===== src/rtl/rom_burst_reader.sv =====
// rom_burst_reader -- burst read engine in front of a synchronous single-port
// ROM. One read per cycle under credit flow control. Returned words go into a
// first-word-fall-through FIFO that drives a valid/ready stream.
// Optional feature macro: ROMIF_ADDR_WRAP_EN. When defined, the address counter
// wraps at 2^AW and o_err is tied low. When undefined, a burst that would run
// past the top address is truncated there, and o_err pulses with o_done.
//
// state | meaning
// IDLE  | waiting for i_start; the first read issues on the accepting edge
// READ  | issuing reads while words remain and credit is available
// DRAIN | all reads issued; waiting for ROM returns and an empty FIFO
// FIN   | one-cycle completion state
module rom_burst_reader #(
  parameter int DW      = 16,
  parameter int AW      = 7,
  parameter int CW      = 8,
  parameter int ROM_LAT = 1,
  parameter int DEPTH   = 4
) (
  input  logic          clk,
  input  logic          rst_n,
  input  logic          i_start,
  input  logic [AW-1:0] i_addr,
  input  logic [CW-1:0] i_wordcnt,
  output logic          o_busy,
  output logic          o_done,
  output logic          o_err,
  output logic [DW-1:0] o_data,
  output logic          o_valid,
  input  logic          i_ready,
  output logic          o_cen,
  output logic [AW-1:0] o_a,
  input  logic [DW-1:0] i_q
);

  localparam int PW = $clog2(DEPTH);
  localparam int NW = $clog2(DEPTH + 1);

  typedef enum logic [1:0] {S_IDLE, S_READ, S_DRAIN, S_FIN} state_t;

  state_t        r_state;
  state_t        w_state_nxt;

  logic [AW-1:0] r_addr;
  logic [CW-1:0] r_rem;
  logic          r_zero;
  logic          r_cen;
  logic [AW-1:0] r_a;
  logic [ROM_LAT-1:0] r_vpipe;
  logic [NW-1:0] r_infl;
  logic [NW-1:0] r_fcnt;
  logic [PW-1:0] r_wr;
  logic [PW-1:0] r_rd;
  logic [DW-1:0] r_mem [DEPTH];
  logic          r_done;

  logic [CW-1:0] w_eff_cnt;
  logic          w_issue;
  logic [AW-1:0] w_issue_addr;
  logic          w_tap;
  logic          w_pop;
  logic          w_credit;
  logic          w_drained;
  logic          w_fin_pulse;
  logic [NW:0]   w_outstanding;
  logic [NW-1:0] w_fcnt_nxt;

`ifdef ROMIF_ADDR_WRAP_EN
  assign w_eff_cnt = i_wordcnt;
  assign o_err     = 1'b0;
`else
  // Wide enough to hold both i_addr + i_wordcnt and 2^AW without overflow.
  localparam int EW = ((CW > AW) ? CW : AW) + 1;

  logic [EW-1:0] w_span;
  logic [EW-1:0] w_end;
  logic          w_trunc;
  logic          r_trunc;
  logic          r_err;

  assign w_span    = (EW'(1) << AW) - EW'(i_addr);
  assign w_end     = EW'(i_addr) + EW'(i_wordcnt);
  assign w_trunc   = w_end > (EW'(1) << AW);
  // When truncating, span < i_wordcnt, so it always fits in CW bits.
  assign w_eff_cnt = w_trunc ? CW'(w_span) : i_wordcnt;
  assign o_err     = r_err;

  // Remember whether the accepted burst was cut short, and flag it with o_done.
  always_ff @(posedge clk or negedge rst_n) begin
    if (!rst_n) begin
      r_trunc <= 1'b0;
      r_err   <= 1'b0;
    end else begin
      if (r_state == S_IDLE && i_start) r_trunc <= w_trunc;
      r_err <= w_fin_pulse && r_trunc;
    end
  end
`endif

  assign w_tap         = r_vpipe[ROM_LAT-1];
  assign o_valid       = (r_fcnt != '0);
  assign w_pop         = o_valid && i_ready;
  // A pop in this cycle is not counted as credit until the next cycle.
  assign w_outstanding = {1'b0, r_fcnt} + {1'b0, r_infl};
  assign w_credit      = w_outstanding < (NW+1)'(DEPTH);
  assign w_fcnt_nxt    = r_fcnt + NW'(w_tap) - NW'(w_pop);
  // DRAIN never issues, so after this edge only the tap can retire a read.
  assign w_drained     = (w_fcnt_nxt == '0) && (r_infl == NW'(w_tap));

  // Normal bursts: o_done follows the edge that pops the last word.
  // Zero-count bursts: nothing is popped, so o_done follows the FIN cycle.
  assign w_fin_pulse = ((r_state == S_DRAIN) && (w_state_nxt == S_FIN)) ||
                       ((r_state == S_FIN) && r_zero);

  assign o_busy = (r_state != S_IDLE);
  assign o_done = r_done;
  assign o_cen  = r_cen;
  assign o_a    = r_a;
  assign o_data = o_valid ? r_mem[r_rd] : '0;

  // State register.
  always_ff @(posedge clk or negedge rst_n) begin
    if (!rst_n) r_state <= S_IDLE;
    else        r_state <= w_state_nxt;
  end

  // Next state and read issue decision.
  // The FIFO and the return pipe are always empty in IDLE, so the first read
  // needs no credit check.
  always_comb begin
    w_state_nxt  = r_state;
    w_issue      = 1'b0;
    w_issue_addr = r_addr;
    case (r_state)
      S_IDLE: begin
        if (i_start) begin
          if (w_eff_cnt == '0) begin
            w_state_nxt = S_FIN;
          end else begin
            w_state_nxt  = S_READ;
            w_issue      = 1'b1;
            w_issue_addr = i_addr;
          end
        end
      end
      S_READ: begin
        if (r_rem == '0)   w_state_nxt = S_DRAIN;
        else if (w_credit) w_issue     = 1'b1;
      end
      S_DRAIN: if (w_drained) w_state_nxt = S_FIN;
      S_FIN:   w_state_nxt = S_IDLE;
      default: w_state_nxt = S_IDLE;
    endcase
  end

  // Latch the burst on start, then step the address and the remaining count per issue.
  always_ff @(posedge clk or negedge rst_n) begin
    if (!rst_n) begin
      r_addr <= '0;
      r_rem  <= '0;
      r_zero <= 1'b0;
    end else if (r_state == S_IDLE && i_start) begin
      r_addr <= i_addr + AW'(1);
      r_rem  <= (w_eff_cnt == '0) ? '0 : w_eff_cnt - CW'(1);
      r_zero <= (w_eff_cnt == '0);
    end else if (w_issue) begin
      r_addr <= r_addr + AW'(1);
      r_rem  <= r_rem - CW'(1);
    end
  end

  // Registered ROM port: chip enable low only in cycles with an issue.
  always_ff @(posedge clk or negedge rst_n) begin
    if (!rst_n) begin
      r_cen <= 1'b1;
      r_a   <= '0;
    end else begin
      r_cen <= ~w_issue;
      if (w_issue) r_a <= w_issue_addr;
    end
  end

  // Track in-flight reads: a latency-deep valid pipe and a count of outstanding reads.
  always_ff @(posedge clk or negedge rst_n) begin
    if (!rst_n) begin
      r_vpipe <= '0;
      r_infl  <= '0;
    end else begin
      r_vpipe[0] <= ~r_cen;
      for (int i = 1; i < ROM_LAT; i++) r_vpipe[i] <= r_vpipe[i-1];
      r_infl <= r_infl + NW'(w_issue) - NW'(w_tap);
    end
  end

  // FIFO pointers and occupancy. Credit control keeps pushes from ever hitting a full FIFO.
  always_ff @(posedge clk or negedge rst_n) begin
    if (!rst_n) begin
      r_wr   <= '0;
      r_rd   <= '0;
      r_fcnt <= '0;
    end else begin
      if (w_tap) r_wr <= r_wr + PW'(1);
      if (w_pop) r_rd <= r_rd + PW'(1);
      r_fcnt <= w_fcnt_nxt;
    end
  end

  // FIFO storage. o_data is gated by o_valid, so the array needs no reset.
  always_ff @(posedge clk) begin
    if (w_tap) r_mem[r_wr] <= i_q;
  end

  // Completion pulse.
  always_ff @(posedge clk or negedge rst_n) begin
    if (!rst_n) r_done <= 1'b0;
    else        r_done <= w_fin_pulse;
  end

endmodule

===== config.mk =====
export PLATFORM = sky130hd
export DESIGN_NAME = rom_burst_reader
export DESIGN_NICKNAME = d
export VERILOG_FILES = /design/src/rtl/rom_burst_reader.sv
export SDC_FILE = /design/constraint.sdc
export NUM_CORES = 1
export LEC_CHECK = 0
export CORE_UTILIZATION = 51
export DETAILED_ROUTE_END_ITERATION = 7
export GPL_ROUTABILITY_DRIVEN = 0
export PLACE_DENSITY = 0.83
export SETUP_SLACK_MARGIN = 0.05
export SLEW_MARGIN = 20
export SYNTH_ARGS = -nofsm -noshare
export SYNTH_HDL_FRONTEND = slang
export SYNTH_SLANG_ARGS = --single-unit

===== constraint.sdc =====
create_clock -name clk -period 2.86 [get_ports clk]
set_input_delay 0.286 -clock clk [delete_from_list [all_inputs] [get_ports clk]]
set_output_delay 0.286 -clock clk [all_outputs]
set_load 0.02 [all_outputs]

# Word level (Yosys, flattened, before mapping)
# Memory sizes are Yosys's and may differ from the RTL's.
# Cells that the tools add are included.
# classes
n_addsub,13
bitwise_logic,2
eq_ne,5
reduce_logical,14
n_lt_le_gt_ge,2
muxes,22
# ops
op,n
7-bit 2-to-1 mux,5
8-bit 2-to-1 mux,4
8-bit logical NOT,2
16-bit 2-to-1 mux,1
"8-bit by 1-bit subtractor with 8-bit output, second input constant",2
"7-bit by 1-bit adder with 7-bit output, second input constant",2
7-bit by 8-bit adder with 9-bit output,1
"9-bit by 8-bit greater-than comparator with 1-bit output, second input constant",1
2-bit 2-to-1 mux,4
2-bit case mux with 4 select lines,1
"8-bit by 7-bit subtractor with 8-bit output, first input constant",1
3-bit by 1-bit adder with 3-bit output,2
"2-bit == test, second input constant",3
1-bit logical AND,6
1-bit 2-to-1 mux,6
3-bit by 1-bit subtractor with 3-bit output,2
"2-bit by 1-bit adder with 2-bit output, second input constant",2
3-bit by 3-bit adder with 4-bit output,1
"4-bit by 3-bit < comparator with 1-bit output, second input constant",1
2-bit nonzero test,2
3-bit by 1-bit == test with 1-bit output,1
3-bit logical NOT,1
3-bit nonzero test,1
"2-bit by 1-bit == test with 1-bit output, second input constant",1
other kinds (4),5
# word_totals
memories,1
register_bits,40
elab_cells,73
out_inout_bits,28
ramBits,64
# memory_table
name,words,width,read_ports,rd_clocked_by_memory_dff,write_ports,line_no,rtl
r_mem,4,16,1,0,1,54,logic [DW-1:0] r_mem [DEPTH];

# Logic depth before layout (Yosys ltp)
# logic_depth
depth_word,11
mapped_depth,20

# Worst setup path before layout
# Ideal clock, no wire load.
# synth_timing
kind,input port to flip-flop
from,input i_addr[0]
to,register r_infl[1]
path_slack_ps,-1943
cell_stages,19
t_arrival_ps,4667
required_ps,2725
path_cell_list,ha_1 > fa_1 > xor2_1 > or4_1 > nor4_1 > a31oi_1 > nor2_1 > clkbuf_1 > mux2i_1 > ha_1 > inv_1 > a221oi_1 > a21boi_1 > a211oi_2 > nor2_1 > ha_1 > inv_1 > ha_1 > fa_1
# synth_between
elab_chain_len,9
elab_cells_between_ends,10
# synth_rtl
element,line_no,rtl
from (decl),23,"input logic [AW-1:0] i_addr,"
7-bit by 8-bit adder with 9-bit output,82,assign w_end = EW'(i_addr) + EW'(i_wordcnt);
9-bit by 8-bit greater-than comparator with 1-bit output,83,assign w_trunc = w_end > (EW'(1) << AW);
8-bit 2-to-1 mux (*),85,assign w_eff_cnt = w_trunc ? CW'(w_span) : i_wordcnt;
8-bit logical NOT (*),137,if (w_eff_cnt == '0) begin
1-bit 2-to-1 mux (*),137,
1-bit 2-to-1 mux (*),136,if (i_start) begin
1-bit case mux with 2 select lines (*),134,case (r_state)
3-bit by 1-bit adder with 3-bit output (*),191,r_infl <= r_infl + NW'(w_issue) - NW'(w_tap);
3-bit by 1-bit subtractor with 3-bit output (*),191,
to (signal assigned),191,
to (decl),50,logic [NW-1:0] r_infl;
# Every way passes the cells marked *; elsewhere a longest branch is shown, timed or not.
# A chain may end at the register's enable or synchronous reset.

# Worst setup path after layout
# layout_timing
from,input i_wordcnt[0]
to,register r_infl[2]
# layout_between
elab_chain_len,9
# layout_rtl
element,line_no,rtl
from (decl),24,"input logic [CW-1:0] i_wordcnt,"
7-bit by 8-bit adder with 9-bit output,82,
9-bit by 8-bit greater-than comparator with 1-bit output,83,
8-bit 2-to-1 mux (*),85,
8-bit logical NOT (*),137,
1-bit 2-to-1 mux (*),137,
1-bit 2-to-1 mux (*),136,
1-bit case mux with 2 select lines (*),134,
3-bit by 1-bit adder with 3-bit output (*),191,
3-bit by 1-bit subtractor with 3-bit output (*),191,
# Marks and branches as above.

==> flow_summary.toml <==
[drt]
dr.pass1.iters = 5
drc_errors = 0
avgRoutedWirePerCell_um = 17.7
ant_nets = 0
via_per_inst = 5.68
wl_um = 12300
dr_total_vias = 3948
first_iter_violations = 276

[worst_setup_path]
end_kind = "flip-flop"
cpPeakStageDelay_ns = 0.52
path_cells = "buf_8 -> ha_4 -> fa_2 -> xor2_1 -> or4_1 -> nor4_2 -> a31oi_2 -> or2_1 -> mux2i_2 -> ha_2 -> inv_2 -> a221oi_2 -> a21boi_2 -> a211oi_2 -> nor2_2 -> ha_1 -> inv_2 -> ha_4 -> fa_2 -> xnor2_2"
critical_path_buf_inv_count = 3
arrival_ns = 4.14
slowest_stage = "or4_1"
critical-path-top-delay-family = "adder cells"
path_max_fanout = 3
start_kind = "input port"
cp_data_required_time_ns = 3.12
critPathKind = "in -> reg"

[cts]
cts_buffers = 9
cts_root_buf = "clkbuf_8"
holdBufCountCts = 0
path_clk_slew_ns = 0.10
cts_buffer_depth = 2
clk_latency_ns = 0.37
clock_sinks = 104
htree_levels = 3
cts_tree = "done"

[global_route]
grt_pass1_wl_um = 19400
grt_pass1_vias = 3942
grt_max_degree = 41
track_usage_pct = 22.7
antenna_found_initial = 0
grt-ovfl-total = 0

[yosys]
synth_top_area_share_pct = 35.4
async_flop_share_pct = 38.5
synth_top_area_cell = "edfxtp_1"
synthMuxAreaShare_pct = 8.75
synth_flop_cell = "edfxtp_1"
seq_area_frac_synth_pct = 53.8
synthDistinctLibCells = 58
syn_inst = 442
synth_edf_count = 64
synth_seq_cells = 104
ys_top_cells_by_area = "edfxtp_1, dfrtp_1, mux4_2, ha_1, xor2_1"
synthXorXnorAreaFrac_pct = 6.13
synth_top_family_by_area = "simple AND/OR/NAND/NOR gates"
avgSynthCellArea_um2 = 12.3
netlist_area_um2 = 5430
synth_compound_area_share_pct = 9.77
syn_nets = 503
synth_fa_ha_area_share_pct = 6.40
yosys_warnings = 0
yosys.area_share.simple_pct = 12.3

[timing]
setup_violations = 21
rsz0062_at_grt = "yes"
period_share_pct = 136
fin_crit_ns = 3.88
finalWorstSetupSlack_ns = -1.02
slew_headroom_pct = 40.2
finalSetupTns_ns = -11.74
hold_viol_final = 0
skew_ns = 0.00771
maxSlewViolCount = 0
tightestPinTransition_ns = 0.897
fmax_ghz = 0.258

[layout]
num-fill-cells = 703
utilization_pct = 67.9
nets = 615
multiInputGateArea_um2 = 2550
seq_area_um2 = 2920
antennaDiodeCount = 0
layoutNonFillerInstCount = 695
area_delta_synth_final_pct = 29.0
drive_above_1_share_pct = 25.8
fin_area_um2 = 7010

[power]
max-vdd-ir-drop_v = 0.000391
leakage_nw = 2.75
powerDensity_nw_per_um2 = 583

[status]
status = "complete, but fails checks"
violations = "setup timing"

[floorplanning]
die_y_um = 105
design.portCount = 63
die_x_um = 105
core.rowCount = 37
initial_core_util_pct = 52.6
dieArea_um2 = 11100
core_region_area_um2 = 10300

[run]
cap_viol_max_count = 0

[place]
postPlaceCellArea_um2 = 6590
dp.cells = 670
dp_hpwl_um = 8680
io_buffers = 62

[worst_hold_path]
worstHoldPathType = "in -> async"
[placed cells by master, fill, tap and decap left out, types with 4 or more instances in the layout]
cell type	synthesis	final
nand3_1	11	10
nand2_1	30	29
or4_1	4	4
mux2i_1	7	5
clkbuf_8	0	9
a21o_1	6	6
edfxtp_1	64	64
a22o_1	6	6
nand2b_1	5	4
inv_1	18	15
o21ai_1	0	6
buf_4	1	56
a21oi_1	19	18
buf_6	0	4
ha_1	23	16
nor3_1	10	9
mux4_2	16	16
o21ai_0	15	8
mux2_2	4	4
dfrtp_1	39	39
nor2_1	24	21
ha_4	0	5
xor2_1	21	21
xnor2_1	17	16
clkdlybuf4s50_1	0	54
and2_1	25	24
o211ai_1	5	5
[per-layer routing]
metal  routed length (µm)  global-route usage (%)
met5                    0                       0
met2                 6280                    38.9
met1                 5180                    29.4
met4                  233                    6.14
met3                  573                    4.64
[path summary, 6_finish.rpt]
kind,from,end,cells after the start,slack (ns)
max,i_wordcnt[0],r_infl[2]$_DFF_PN0_,20,-1.02
min,rst_n,r_rem[3]$_DFFE_PN0P_,1,0.03
max reg2reg,r_fcnt[0]$_DFF_PN0_,o_err$_DFF_PN0_,13,0.07
min reg2reg,o_cen$_DFF_PN1_,r_vpipe$_DFF_PN0_,1,0.47
max in group asynchronous,rst_n,r_addr[4]$_DFFE_PN0P_,1,2.26
min in group clk,i_addr[0],r_addr[0]$_DFFE_PN0P_,3,0.29
[cell families after synthesis]
group	Yosys count
and+or+nand+nor	129
AOI/OAI and AO/OA	78
adders and majority gates	26
muxes	27
DFF	104
xor gates and xnor gates	38
buffers and inverters	40
[worst reg2reg max path: cells and delay by family (launching register included)]
family | cells | cell delay (ns)
AND/OR/NAND/NOR | 6 | 1.15
flip-flops | 1 | 0.40
adder cells (fa/ha/maj) | 3 | 0.88
AO/OA/AOI/OAI | 1 | 0.14
buffers and inverters | 3 | 0.17
[cell usage after synthesis, drive strengths merged, types with 3 or more instances]
library cell   n
buf            5
nand2b         5
nor2b          3
xnor2         17
inv           18
nor2          24
mux2i          7
nand3         11
clkbuf        17
and2          25
edfxtp        64
o211ai         5
xor2          21
mux2           4
nor4           6
dfrtp         39
nand2         30
a21oi         20
or2            3
a21o           6
fa             3
a22o           6
mux4          16
ha            23
o21ai         15
nor3          10
or4            4
a32oi          3
[stage by stage]
stage	hold WS, ns	power [mW]	setup WS [ns]
after floorplan	-0.00959	2.59	-1.44
after global placement	0.431	3.16	-1.68
after detailed placement	0.441	3.21	-1.82
after CTS	0.0539	4.10	-1.20
after global routing	0.0927	4.27	-1.13
final	0.0291	4.09	-1.02
[power breakdown]
part | switching (mW) | internal [mW] | total (mW)
sequential | 0.0223 | 1.63 | 1.66
clock | 0.535 | 0.335 | 0.870
combinational | 0.750 | 0.811 | 1.56
[state kept, by name, indices dropped and copies added (netlist names)]
register / cells
o_a: 7
o_cen: 1
o_done: 1
o_err: 1
r_addr: 7
r_fcnt: 3
r_infl: 3
r_mem: 64
r_rd: 2
r_rem: 8
r_state: 2
r_trunc: 1
r_vpipe: 1
r_wr: 2
r_zero: 1
[cell type report]
type / instances / share of cell area [%]
inverters: 18 / 0.964
repair buffers: 123 / 15.8
well taps: 136 / 2.43
multi-input cells: 298 / 36.3
flip-flops and latches: 104 / 41.7
clock inverters: 7 / 0.946
clock buffers: 9 / 1.77
[what timing repair did]
| action | 4_1_cts | 5_1_grt |
|---|---|---|
| pin swaps | 19 | 19 |
| setup endpoints to repair | 22 | 24 |
| resized for setup | 34 | 19 |
| buffers inserted | 3 | 7 |
| gates cloned | 0 | 1 |
No activity file was read; power rests on OpenSTA's default activity.
